## config.mk

```make
export PLATFORM = sky130hd
export DESIGN_NAME = maxnet_plu
export DESIGN_NICKNAME = d
export VERILOG_FILES = /design/src/rtl/maxnet_plu.sv
export SDC_FILE = /design/constraint.sdc
export NUM_CORES = 1
export LEC_CHECK = 0
export BUFFER_PORTS_ARGS = -buffer_cell sky130_fd_sc_hd__buf_2
export CORE_MARGIN = 10
export CORE_UTILIZATION = 58
export CTS_CLUSTER_DIAMETER = 120
export DETAILED_ROUTE_END_ITERATION = 12
export GPL_TIMING_DRIVEN = 0
export PLACE_DENSITY = 0.9
export SYNTH_ARGS = -nofsm -noshare
export SYNTH_HDL_FRONTEND = slang
export SYNTH_SLANG_ARGS = --single-unit
```

## constraint.sdc

```tcl
create_clock -name clk -period 12.65 [get_ports clk]
set_input_delay 0.6325 -clock clk [delete_from_list [all_inputs] [get_ports clk]]
set_output_delay 0.6325 -clock clk [all_outputs]
set_load 0.02 [all_outputs]
```

## src/rtl/maxnet_plu.sv

```systemverilog
`default_nettype none
// ============================================================================
// Module      : maxnet_plu
// Description : One Maxnet lateral-inhibition iteration. Snapshots N
//               activations and epsilon on start, sums them, then computes
//               a_i' = max(0, a_i - eps * sum_{j!=i} a_j) one element per
//               cycle and publishes the result with a one-cycle plu_done.
// Revision    : 1.0 - initial release
// ============================================================================
module maxnet_plu #(
    parameter int N     = 4,
    parameter int W     = 16,
    parameter int EPS_W = 8
) (
    input  logic                   clk,
    input  logic                   rst_n,
    input  logic                   start,
    input  logic [N*W-1:0]         a_in,
    input  logic [EPS_W-1:0]       eps,
    output logic                   plu_done,
    output logic [N*W-1:0]         a_out,
    output logic                   valid,
    output logic [$clog2(N)-1:0]   winner,
    output logic                   busy
);

    localparam int IW = $clog2(N);
    localparam int AW = W + IW;        // sum of N activations cannot overflow
    localparam int PW = AW + EPS_W;    // full product width before the shift

    typedef enum logic [1:0] {
        S_IDLE   = 2'd0,
        S_SUM    = 2'd1,
        S_UPDATE = 2'd2,
        S_DONE   = 2'd3
    } state_t;

    state_t               r_state;
    state_t               w_next;
    logic [W-1:0]         r_snap [N];
    logic [W-1:0]         r_res  [N];
    logic [EPS_W-1:0]     r_eps;
    logic [AW-1:0]        r_acc;
    logic [IW-1:0]        r_idx;
    logic [N*W-1:0]       r_a_out;
    logic                 r_valid;
    logic [IW-1:0]        r_winner;
    logic                 r_plu_done;

    logic                 w_last;
    logic [W-1:0]         w_cur;
    logic [AW-1:0]        w_other;
    logic [PW-1:0]        w_prod;
    logic [W-1:0]         w_res;
    logic                 w_seen;
    logic                 w_many;
    logic [IW-1:0]        w_first;

    assign w_last  = (r_idx == IW'(N - 1));
    assign w_cur   = r_snap[r_idx];
    assign w_other = r_acc - AW'(w_cur);
    // Floor of other*eps/2^EPS_W, computed at full width so nothing wraps
    assign w_prod  = (PW'(w_other) * PW'(r_eps)) >> EPS_W;
    assign w_res   = (PW'(w_cur) > w_prod) ? (w_cur - w_prod[W-1:0]) : '0;

    // State register
    always_ff @(posedge clk or negedge rst_n) begin
        if (!rst_n) begin
            r_state <= S_IDLE;
        end else begin
            r_state <= w_next;
        end
    end

    // Next-state logic: SUM and UPDATE each walk idx across all N elements
    always_comb begin
        w_next = r_state;
        case (r_state)
            S_IDLE:   if (start)  w_next = S_SUM;
            S_SUM:    if (w_last) w_next = S_UPDATE;
            S_UPDATE: if (w_last) w_next = S_DONE;
            S_DONE:   w_next = S_IDLE;
            default:  w_next = S_IDLE;
        endcase
    end

    // Convergence summary of the result vector: more than one nonzero, lowest nonzero index
    always_comb begin
        w_seen  = 1'b0;
        w_many  = 1'b0;
        w_first = '0;
        for (int i = N - 1; i >= 0; i--) begin
            if (r_res[i] != '0) begin
                w_first = IW'(i);
            end
        end
        for (int i = 0; i < N; i++) begin
            if (r_res[i] != '0) begin
                if (w_seen) w_many = 1'b1;
                w_seen = 1'b1;
            end
        end
    end

    // Datapath: snapshot, accumulate, per-element update and result publication
    always_ff @(posedge clk or negedge rst_n) begin
        if (!rst_n) begin
            for (int i = 0; i < N; i++) begin
                r_snap[i] <= '0;
                r_res[i]  <= '0;
            end
            r_eps      <= '0;
            r_acc      <= '0;
            r_idx      <= '0;
            r_a_out    <= '0;
            r_valid    <= 1'b0;
            r_winner   <= '0;
            r_plu_done <= 1'b0;
        end else begin
            r_plu_done <= 1'b0;
            case (r_state)
                S_IDLE: begin
                    if (start) begin
                        for (int i = 0; i < N; i++) begin
                            r_snap[i] <= a_in[i*W +: W];
                        end
                        r_eps <= eps;
                        r_acc <= '0;
                        r_idx <= '0;
                    end
                end
                S_SUM: begin
                    r_acc <= r_acc + AW'(w_cur);
                    r_idx <= w_last ? '0 : r_idx + 1'b1;
                end
                S_UPDATE: begin
                    r_res[r_idx] <= w_res;
                    r_idx        <= w_last ? '0 : r_idx + 1'b1;
                end
                S_DONE: begin
                    for (int i = 0; i < N; i++) begin
                        r_a_out[i*W +: W] <= r_res[i];
                    end
                    r_valid    <= ~w_many;
                    r_winner   <= w_first;
                    r_plu_done <= 1'b1;
                end
                default: ;
            endcase
        end
    end

    assign plu_done = r_plu_done;
    assign a_out    = r_a_out;
    assign valid    = r_valid;
    assign winner   = r_winner;
    // Busy covers the whole computation including the cycle the result is announced
    assign busy     = (r_state != S_IDLE) || r_plu_done;

endmodule
`default_nettype wire

```

; Word-level counts from Yosys, hierarchy flattened
; Index checks and enable logic that the tools add are counted.
[word_totals]
reg_bits = 226
output_inout_bits = 69
wordCells = 78
in_bits = 75
[classes]
n_reduce_logical = 15
eq_ne = 7
magnitude_cmp = 3
n_mul = 1
muxes = 30
n_addsub = 4
bitwise_logic = 2
[ops]
columns = cell, n
row1 = $bwmux W64, 1
row2 = $mux W16, 4
row3 = $reduce_bool A16 Y1, 4
row4 = $pmux W18 S2, 1
row5 = $bmux W16 S2, 1
row6 = $demux W16 S2, 1
row7 = $mul A18 B8 Y26, 1
row8 = $add A18 B16 Y18, 1
row9 = $gt A16 B18 Y1, 1
row10 = $mux W18, 1
row11 = $mux W2, 9
row12 = $sub A18 B16 Y18, 1
row13 = $sub A16 B16 Y16, 1
row14 = $mux W1, 10
row15 = $pmux W2 S4, 1
row16 = $eq A2 B2 Y1 const B, 3
row17 = $ne A2 B2 Y1 const B, 3
row18 = $reduce_and A2 Y1, 3
row19 = $reduce_bool A2 Y1, 3
row20 = $pmux W2 S2, 1
row21 = $ge A3 B3 Y1 const B, 1
row22 = $lt A3 B1 Y1 const B, 1
row23 = $not A2 Y3, 1
row24 = $reduce_and A3 Y1, 1
row25 = other kinds (7), 7

; Logic depth before layout (Yosys ltp)
; Gate-level depths: netlist (run 1).
[depth]
depth_word = 9
ltp_mapped = 39
ltp_nobuf = 36

; Least setup slack after synthesis (run 1)
; Ideal clock, no wire load.
[synth_path]
path_kind = flip-flop to flip-flop
start = reg r_idx[0]
end = reg r_res[20] (netlist name)
t_required_ns = 12.525
path_buffers = 3
path_slack_ns = 3.066
setup_time_ns = 0.125
synth_period_minus_slack_ns = 9.584
path_stages_with_launch = 36
arrival_time_ns = 9.460
cell_sequence = dfrtp_1 clkbuf_1 clkbuf_1 mux4_2 ha_1 fa_1 nor2b_1 o21ai_0 a21oi_1 o21a_1 nor2_1 xnor2_1 and2_1 fa_1 fa_1 fa_1 inv_1 fa_1 inv_1 ha_1 a211oi_1 o21ai_0 a21o_1 a221oi_1 inv_1 a21oi_1 xor2_1 ha_1 and4_1 a221o_1 nor4_1 o31ai_1 o211ai_2 buf_6 and3b_1 mux2_2
[synth_between]
elab_chain_cells = 9
word_cells_on_any_way = 15
cone_classes = add/sub (2) / mul (1) / order compare (3) / mux (7) / bitwise (1) / reduce/logical (1)
[synth_rtl]
columns = element, line
row1 = from (decl), 44  ; logic [IW-1:0] r_idx;
row2 = from (signal assigned), 134  ; r_idx <= w_last ? '0 : r_idx + 1'b1;
row3 = from (signal assigned), 138  ; r_idx <= w_last ? '0 : r_idx + 1'b1;
row4 = $not A2 Y3 (implied by the code) *, "60, 137"
row5 = $bmux W16 S2, 60  ; assign w_cur = r_snap[r_idx];
row6 = $mux W16 (implied by the code) (2 in series), 60
row7 = $sub A18 B16 Y18, 61  ; assign w_other = r_acc - AW'(w_cur);
row8 = $mul A18 B8 Y26, 63  ; assign w_prod = (PW'(w_other) * PW'(r_eps)) >> EPS_W;
row9 = $sub A16 B16 Y16 / $gt A16 B18 Y1 (equally long branches), 64  ; assign w_res = (PW'(w_cur) > w_prod) ? (w_cur - w_prod[W-1:0]) : '0;
row10 = $mux W16, 64
row11 = $bwmux W64 *, 137  ; r_res[r_idx] <= w_res;
row12 = "to (signal, indexed assignment)", 137
row13 = to (decl), 41  ; logic [W-1:0] r_res [N];
; Every way passes the cells marked *; elsewhere a longest branch is shown, timed or not. The select of a mux whose other input is x is not followed.
; A chain may end at the register's enable or synchronous reset.

; Final worst setup path (run 1)
[layout_path]
start = reg r_idx[0]
end = reg r_res[30] (netlist name)
; Same word-level chain as after synthesis.

==> impl_metrics.toml, run 1 <==
[clocking]
clock-sinks = 226
htree_levels = 1
path_clk_slew_ns = 0.06
setup_bufs_post_cts = 0
num_cts_buffers = 24
cts_tree = "yes"
max-clock-path-buffers = 3
cts-hold-fix-buffers = 0
cts-root-buf = "clkbuf_16"
clk-insertion-delay-late_ns = 0.53
cts_resized = 0

[die]
design.die.area_um2 = 34500
initial_utilization_pct = 59.0
die-height_um = 186
io-pin-count = 144
floorplan_core_area_um2 = 27000
fp-row-count = 60
fp.dieW_um = 186

[global_routing]
grt_overflow = 0
grt_pass1_wl_um = 68300
grt_antenna_before_repair = 2
grt_pass1_vias = 13300
grt_usage_pct = 24.7
grt_start_max_net_pins = 128

[worst_setup_path]
worstPathMaxFanout = 10
crit_path_frequent_cell = "fa_1"
worst_path_largest_cell_delay_ns = 0.68
path_class = "flop to flop"
worst_r2r_path_depth = 35
reg2reg_slack_ns = 0.85
reg2reg_from = "r_idx[0]$_DFFE_PN0P_"
r2r_end = "r_res[30]$_DFFE_PN0P_"
arrival_ns = 12.26
setup_crit_start = "r_idx[0]$_DFFE_PN0P_"
slowest_stage = "clkbuf_1"
crit_path_end = "r_res[30]$_DFFE_PN0P_"
cp.required_ns = 13.12
crit_path_end_kind = "flop"
start_kind = "flop"

[timing]
maxSlewViolCount = 0
final-hold-violation-count = 0
min_period_ns = 11.80
final.period_utilization_pct = 93.3
max_slew.worst_pin.slew_ns = 1.14
fmaxAchievable_mhz = 84.8
timing.slew.headroom_pct = 22.9
setup_viol_count_final = 0
fin_tns_setup_ns = 0
finalClockSkew_ns = 0.0169
hold_ws_ns = 0.199
rsz0062_at_grt = "false"

[drt]
detail_route.wl_per_cell_um = 20.7
post_route_antenna_net_violation_count = 0
vias_per_cell = 6.08
detailroute.wirelength.met2_um = 20300
drc = 0
detailedRoute.firstIterationViolations = 1104
num_vias = 12400
met3WireLength_um = 3960
drt-total-wl_um = 42100
top_layer = "met5"
drt_first_pass_iters = 5
met1Wirelength_um = 16100

[placement]
placedCellCount = 1997
io_buffer_count = 143
place_congestion = 0.909
hpwl_reported_at_the_end_of_detailed_placement_um = 32500

[finish]
final_layout_size_suffix_gt1_share_pct = 22.4
post-route-util_pct = 66.3
layout.nets = 1958
syn2layout_area_growth_pct = 12.2
layout_commonest_cell = "dfrtp_1"
num_antenna_cells = 0
final_cell_count_without_fillers = 2039
most-common-layout-cells = "dfrtp_1, mux2_2, inv_1"

[logic_synthesis]
synth_largest_area_cell = "dfrtp_1"
synth_seq_cells = 226
netlist-cell-type-count = 75
synth_enable_flop_cells = 0
synth_async_sr_flop_share_pct = 100
sequential_cell_area_fraction_in_the_yosys_report_pct = 35.4
synthesis.nets = 1788
ys_dominant_reg_cell = "dfrtp_1"
synthesis.area_per_instance_um2 = 10.6
post_synth_instance_area_um2 = 16000
netlist_instances = 1512
synthDominantCellAreaShare_pct = 35.4
synthesis.yosys.warnings = 0
synth_top_cells_by_area = "dfrtp_1, fa_1, mux2_2"

[worst_hold_path]
min-delay-path-class = "input pin to async pin"

[job]
max-cap-violations = 0

[outcome]
status = "finished clean"
-- cell families after synthesis --
kind of cell               after synthesis  share of synthesized area [%]
AOI/OAI and AO/OA                      233                           9.80
xor gates and xnor gates                43                           2.36
buffers and inverters                  215                           5.14
and+or+nand+nor                        413                           13.0
DFF                                    226                           35.4
adders and majority gates              201                           20.4
muxes                                  181                           13.8
-- worst min-delay path by stage --
stage	from	end	slack, ns	cells past startpoint
6_report	rst_n	a_out[14]$_DFFE_PN0P_	0.20	1
5_1_grt	rst_n	a_out[14]$_DFFE_PN0P_	0.27	1
4_1_cts	rst_n	a_out[9]$_DFFE_PN0P_	0.27	1
3_5_place_dp	a_out[28]$_DFFE_PN0P_	a_out[28]$_DFFE_PN0P_	0.49	1
3_3_place_gp	r_snap[63]$_DFFE_PN0P_	r_snap[63]$_DFFE_PN0P_	0.48	1
2_1_floorplan	rst_n	a_out[0]$_DFFE_PN0P_	0.34	0
-- through the flow --
| step | cell area [µm²] | setup slack [ns] |
|---|---|---|
| 2_1_floorplan | 16000 | 3.07 |
| 3_3_place_gp | 17100 | 1.40 |
| 3_5_place_dp | 17100 | 1.19 |
| 4_1_cts | 17900 | 1.07 |
| 5_1_grt | 17900 | 0.330 |
| 6_report | 17900 | 0.852 |
-- worst max-delay path: cells and delay by family, from the launching register on --
kind	cells	cell delay [ns]
buffers and inverters	5	1.59
and+or+nand+nor	6	0.85
AOI/OAI and AO/OA	12	3.62
DFF	1	0.38
xor gates and xnor gates	2	0.87
muxes	2	0.97
adders and majority gates	8	3.44
-- layer usage --
layer / up-vias / GRT usage (%)
met5: - / 0
met4: 2 / 10.3
met3: 156 / 6.40
met2: 660 / 41.3
met1: 6098 / 29.6
li1: 5483 / -
-- cell type report --
cell class	count	area, µm²
fill	1929	9120
inverter	150	563
timing repair buffer	144	753
tap	341	427
sequential	226	5660
multi-input combinational	1071	9480
clock inverter	12	110
clock buffer	30	663
buffer	65	258
-- sequential cells by signal, indices dropped and copies added (netlist names) --
name and count:
r_state 2, r_acc 18, r_idx 2, r_eps 8
winner 2, plu_done 1, valid 1, a_out 64
r_snap 64, r_res 64
-- cells in the mapped netlist (3+ instances only) --
cell type	n
or2_2	5
and4_1	3
nor4_1	19
xnor2_1	25
a211oi_1	3
buf_1	10
ha_1	103
and3_1	4
fa_1	98
inv_1	150
nor2_1	55
nor2b_1	18
dfrtp_1	226
o21ai_0	66
or3_1	4
o31a_1	3
buf_2	4
mux4_2	16
o31ai_1	22
o21a_1	13
o21ai_1	5
nor3_1	15
o211ai_1	4
o21bai_1	6
a2111oi_0	3
and2_1	100
nand4_1	9
nand2_1	145
nor3b_1	3
nand3_1	13
a21boi_0	6
nand2b_1	10
a21bo_2	3
a21o_1	10
clkbuf_1	49
a21oi_1	48
mux2_2	158
xor2_1	18
mux2i_1	7
a22o_1	4
a31oi_1	5
a32o_1	4
Power of run 1 is not shown: default switching activity piles up to over one toggle a cycle in this logic, so the estimate is an artifact.
==> run 2, diff against run 1 <==
Clock period 12.65 ns to 11.4 ns, I/O delays scaled along.
==> run 2 against run 1 <==
Against the previous run: worst hold slack got worse by 0.058 ns; sequential cell count stayed put; fmax increased by 8.1%.
==> impl_metrics.toml, run 2 (same netlist as run 1, synthesis figures left out) <==
[drt]
detailedRoute.firstIterationViolations = 1060
vias_per_cell = 6.10
num_vias = 12400
drc = 0
detail_route.wl_per_cell_um = 20.6
drt_first_pass_iters = 5
post_route_antenna_net_violation_count = 0
drt-total-wl_um = 42100

[die]
initial_utilization_pct = 59.0
die-height_um = 186
floorplan_core_area_um2 = 27000
fp.dieW_um = 186
fp-row-count = 60
design.die.area_um2 = 34500
io-pin-count = 144

[finish]
syn2layout_area_growth_pct = 12.3
area_used_by_multi_input_combinational_logic_um2 = 9490
layout.nets = 1957
final-seq-area_um2 = 5660
layout.filler_cells = 1929
post-route-util_pct = 66.3
num_antenna_cells = 0
final_layout_size_suffix_gt1_share_pct = 22.6
layout_commonest_cell = "dfrtp_1"
most-common-layout-cells = "dfrtp_1, mux2_2, inv_1"

[worst_setup_path]
cp.required_ns = 11.87
reg2reg_slack_ns = 0.49
worstPathMaxFanout = 10
slowest_stage = "a21oi_1"
setup_crit_start = "r_idx[1]$_DFFE_PN0P_"
crit_path_end = "r_res[46]$_DFFE_PN0P_"
path_class = "flop to flop"
worst_path_largest_cell_delay_ns = 0.59
crit_path_frequent_cell = "fa_1"
arrival_ns = 11.38
reg2reg_from = "r_idx[1]$_DFFE_PN0P_"
start_kind = "flop"
r2r_end = "r_res[46]$_DFFE_PN0P_"
crit_path_end_kind = "flop"
worst_r2r_path_depth = 35

[timing]
fmaxAchievable_mhz = 91.7
timing.slew.headroom_pct = 35.3
maxSlewViolCount = 0
finalClockSkew_ns = 0.0171
finalWorstSetupSlack_ns = 0.490
min_period_ns = 10.91
final-hold-violation-count = 0
setup_viol_count_final = 0
max_slew.worst_pin.slew_ns = 0.964
final.period_utilization_pct = 95.7

[clocking]
cts-hold-fix-buffers = 0
clock-sinks = 226
clk-insertion-delay-late_ns = 0.53
num_cts_buffers = 24
cts_tree = "yes"
max-clock-path-buffers = 3
htree_levels = 1
path_clk_slew_ns = 0.06
cts-root-buf = "clkbuf_16"

[placement]
io_buffer_count = 143
place_congestion = 0.909
hpwl_reported_at_the_end_of_detailed_placement_um = 32500
dp_slack_ns = -0.0649

[outcome]
status = "finished clean"

[job]
max-cap-violations = 0

[global_routing]
grt_pass1_vias = 13300
grt_usage_pct = 24.7
grt_pass1_wl_um = 68300
grt_start_max_net_pins = 128
grt_overflow = 0
grt_antenna_before_repair = 2

[worst_hold_path]
min-delay-path-class = "input pin to async pin"
[run 2: changes by cell type in the layout (fill, tap and decap cells not counted), sizes merged]
| cell | delta |
|---|---|
| clkbuf | -1 |
[run 2: per-stage QoR]
step	hold slack, ns	instances	area (µm²)	setup TNS [ns]
3_5_place_dp	0.491	1997	17100	-0.282
4_1_cts	0.205	2039	17900	0
3_3_place_gp	0.482	1996	17100	0
2_1_floorplan	0.274	1512	16000	0
6_report	0.142	2038	17900	0
5_1_grt	0.207	2038	17900	-0.00508
[run 2: how the worst min path moves through the flow]
stage	depth (start not counted)	startpoint	endpoint
2_1_floorplan	0	rst_n	a_out[0]$_DFFE_PN0P_
3_3_place_gp	1	r_snap[63]$_DFFE_PN0P_	r_snap[63]$_DFFE_PN0P_
3_5_place_dp	1	a_out[28]$_DFFE_PN0P_	a_out[28]$_DFFE_PN0P_
4_1_cts	1	rst_n	a_out[9]$_DFFE_PN0P_
5_1_grt	1	rst_n	a_out[14]$_DFFE_PN0P_
6_report	1	rst_n	a_out[14]$_DFFE_PN0P_
[run 2: area by class of cell]
cell class / count / share of cell area [%]
clock inverters: 12 / 0.614
flip-flops and latches: 226 / 31.6
well taps: 341 / 2.38
multi-input cells: 1071 / 53.0
inverters: 150 / 3.14
clock buffers: 30 / 3.70
repair buffers: 144 / 4.20
plain buffers: 64 / 1.43
[run 2: worst max-delay path, delay by kind of cell, from the launching register on]
kind / cells / cell delay (ns)
compound gates: 12 / 3.64
fa+ha+maj: 8 / 3.32
simple gates: 7 / 1.39
buf+inv: 5 / 1.17
mux: 2 / 0.73
flops: 1 / 0.37
xor+xnor: 1 / 0.20
[run 2: timing repair]
item,in CTS,in global routing
gates cloned,0,0
resized for setup,1,4
setup endpoints to repair,8,64
setup buffers,0,0
[run 2: metal layers]
metal	vias to the layer above	global-route usage (%)	wire length [µm]
met5	-	0	7
met4	2	10.1	1790
met3	158	6.40	3890
met2	666	41.5	20300
met1	6114	29.5	16000
li1	5491	-	-
Power of run 2 is left out for the same reason.
==> run 3, diff against run 2 <==
Clock period 11.4 ns to 10.25 ns, I/O delays scaled along.
==> run 3 against run 2 <==
Against the previous run: sequential share of layout area is 0.19 points lower; count of clock-buffer cells in the layout stayed put; clock skew is 0.0016 ns lower; register-to-register slack worse by 0.11 ns; die area stayed put; via count is 0.37% lower; final area is 0.61% higher; largest cell class unchanged; highest routed layer unchanged.
==> impl_metrics.toml, run 3 (same netlist as run 1, synthesis figures left out) <==
[outcome]
status = "finished clean"

[die]
die-height_um = 186
design.die.area_um2 = 34500
io-pin-count = 144
initial_utilization_pct = 59.0
fp.dieW_um = 186
fp-row-count = 60
floorplan_core_area_um2 = 27000

[worst_setup_path]
arrival_ns = 10.34
reg2reg_slack_ns = 0.38
crit_path_frequent_cell = "fa_1"
cp.required_ns = 10.72
crit_path_end_kind = "flop"
slowest_stage = "o41ai_1"
path_class = "flop to flop"
worstPathMaxFanout = 10
worst_r2r_path_depth = 33
worst_path_largest_cell_delay_ns = 0.64
start_kind = "flop"

[drt]
drc = 0
drt_first_pass_iters = 6
drt-total-wl_um = 42200
vias_per_cell = 6.07
detail_route.wl_per_cell_um = 20.7
post_route_antenna_net_violation_count = 0
detailedRoute.firstIterationViolations = 1060
num_vias = 12400

[worst_hold_path]
min-delay-path-class = "input pin to async pin"

[placement]
place_congestion = 0.909
detailed_place.area_um2 = 17100
io_buffer_count = 143
hpwl_reported_at_the_end_of_detailed_placement_um = 32500
placedCellCount = 1997

[clocking]
clock-sinks = 226
num_cts_buffers = 24
cts-root-buf = "clkbuf_16"
clk-insertion-delay-late_ns = 0.53
path_clk_slew_ns = 0.06
htree_levels = 1
max-clock-path-buffers = 3
cts_tree = "yes"

[timing]
final-hold-violation-count = 0
final.period_utilization_pct = 96.3
maxSlewViolCount = 0
setup_viol_count_final = 0
min_period_ns = 9.87
max_slew.worst_pin.slew_ns = 0.966
fin_tns_setup_ns = 0
finalClockSkew_ns = 0.0155
fmaxAchievable_mhz = 101
timing.slew.headroom_pct = 35.1

[finish]
final_layout_size_suffix_gt1_share_pct = 23.5
num_antenna_cells = 0
layout_commonest_cell = "dfrtp_1"
most-common-layout-cells = "dfrtp_1, mux2_2, inv_1"
syn2layout_area_growth_pct = 13.0
final_area_um2 = 18000
layout.nets = 1959
final_cell_count_without_fillers = 2040

[global_routing]
grt_overflow = 0
grt_pass1_wl_um = 68300
grt_antenna_before_repair = 1
grt_usage_pct = 24.6
grt_start_max_net_pins = 128
grt_pass1_vias = 13300

[job]
max-cap-violations = 0
-- run 3: metal layers --
metal	GRT usage (%)	wire (µm)
met1	29.5	16100
met2	41.4	20500
met3	6.41	3910
met4	10.3	1670
met5	0	7
-- run 3: critical path: cells and delay by family (launching register included) --
kind                       cells  cell delay (ns)
adders and majority gates      8             3.44
and+or+nand+nor                5             0.88
xor gates and xnor gates       1             0.29
AOI/OAI and AO/OA             12             3.09
muxes                          3             1.06
buffers and inverters          4             0.67
DFF                            1             0.37
-- run 3: through the flow --
stage	hold slack (ns)	setup WS (ns)	utilization, %
2_1_floorplan	0.217	0.666	-
3_3_place_gp	0.482	-1.00	63.3
3_5_place_dp	0.491	-1.21	63.4
4_1_cts	0.147	0.00812	66.6
5_1_grt	0.152	-0.0519	66.7
6_report	0.0787	0.376	66.7
-- run 3: cell type report --
cell class / count / area (µm²)
multi-input combinational: 1071 / 9580
fill: 1904 / 8990
sequential: 226 / 5660
timing repair buffer: 146 / 768
clock buffer: 30 / 663
inverter: 150 / 563
tap: 341 / 427
buffer: 64 / 268
clock inverter: 12 / 110
-- run 3: timing repair --
| action | 4_1_cts | 5_1_grt |
|---|---|---|
| pin swaps | 1 | 1 |
| hold buffers | 0 | 0 |
| buffers inserted | 2 | 0 |
| setup endpoints to repair | 64 | 64 |
| gates resized for setup | 15 | 15 |
-- run 3: worst paths after layout --
kind | start | end
min | rst_n | a_out[14]$_DFFE_PN0P_
max reg2reg | r_idx[1]$_DFFE_PN0P_ | r_res[29]$_DFFE_PN0P_
min in group clk | a_in[31] | r_snap[47]$_DFFE_PN0P_
min reg2reg | a_out[21]$_DFFE_PN0P_ | a_out[21]$_DFFE_PN0P_
max | r_idx[1]$_DFFE_PN0P_ | r_res[29]$_DFFE_PN0P_
max in group asynchronous | rst_n | r_snap[14]$_DFFE_PN0P_
Power of run 3 is left out for the same reason.
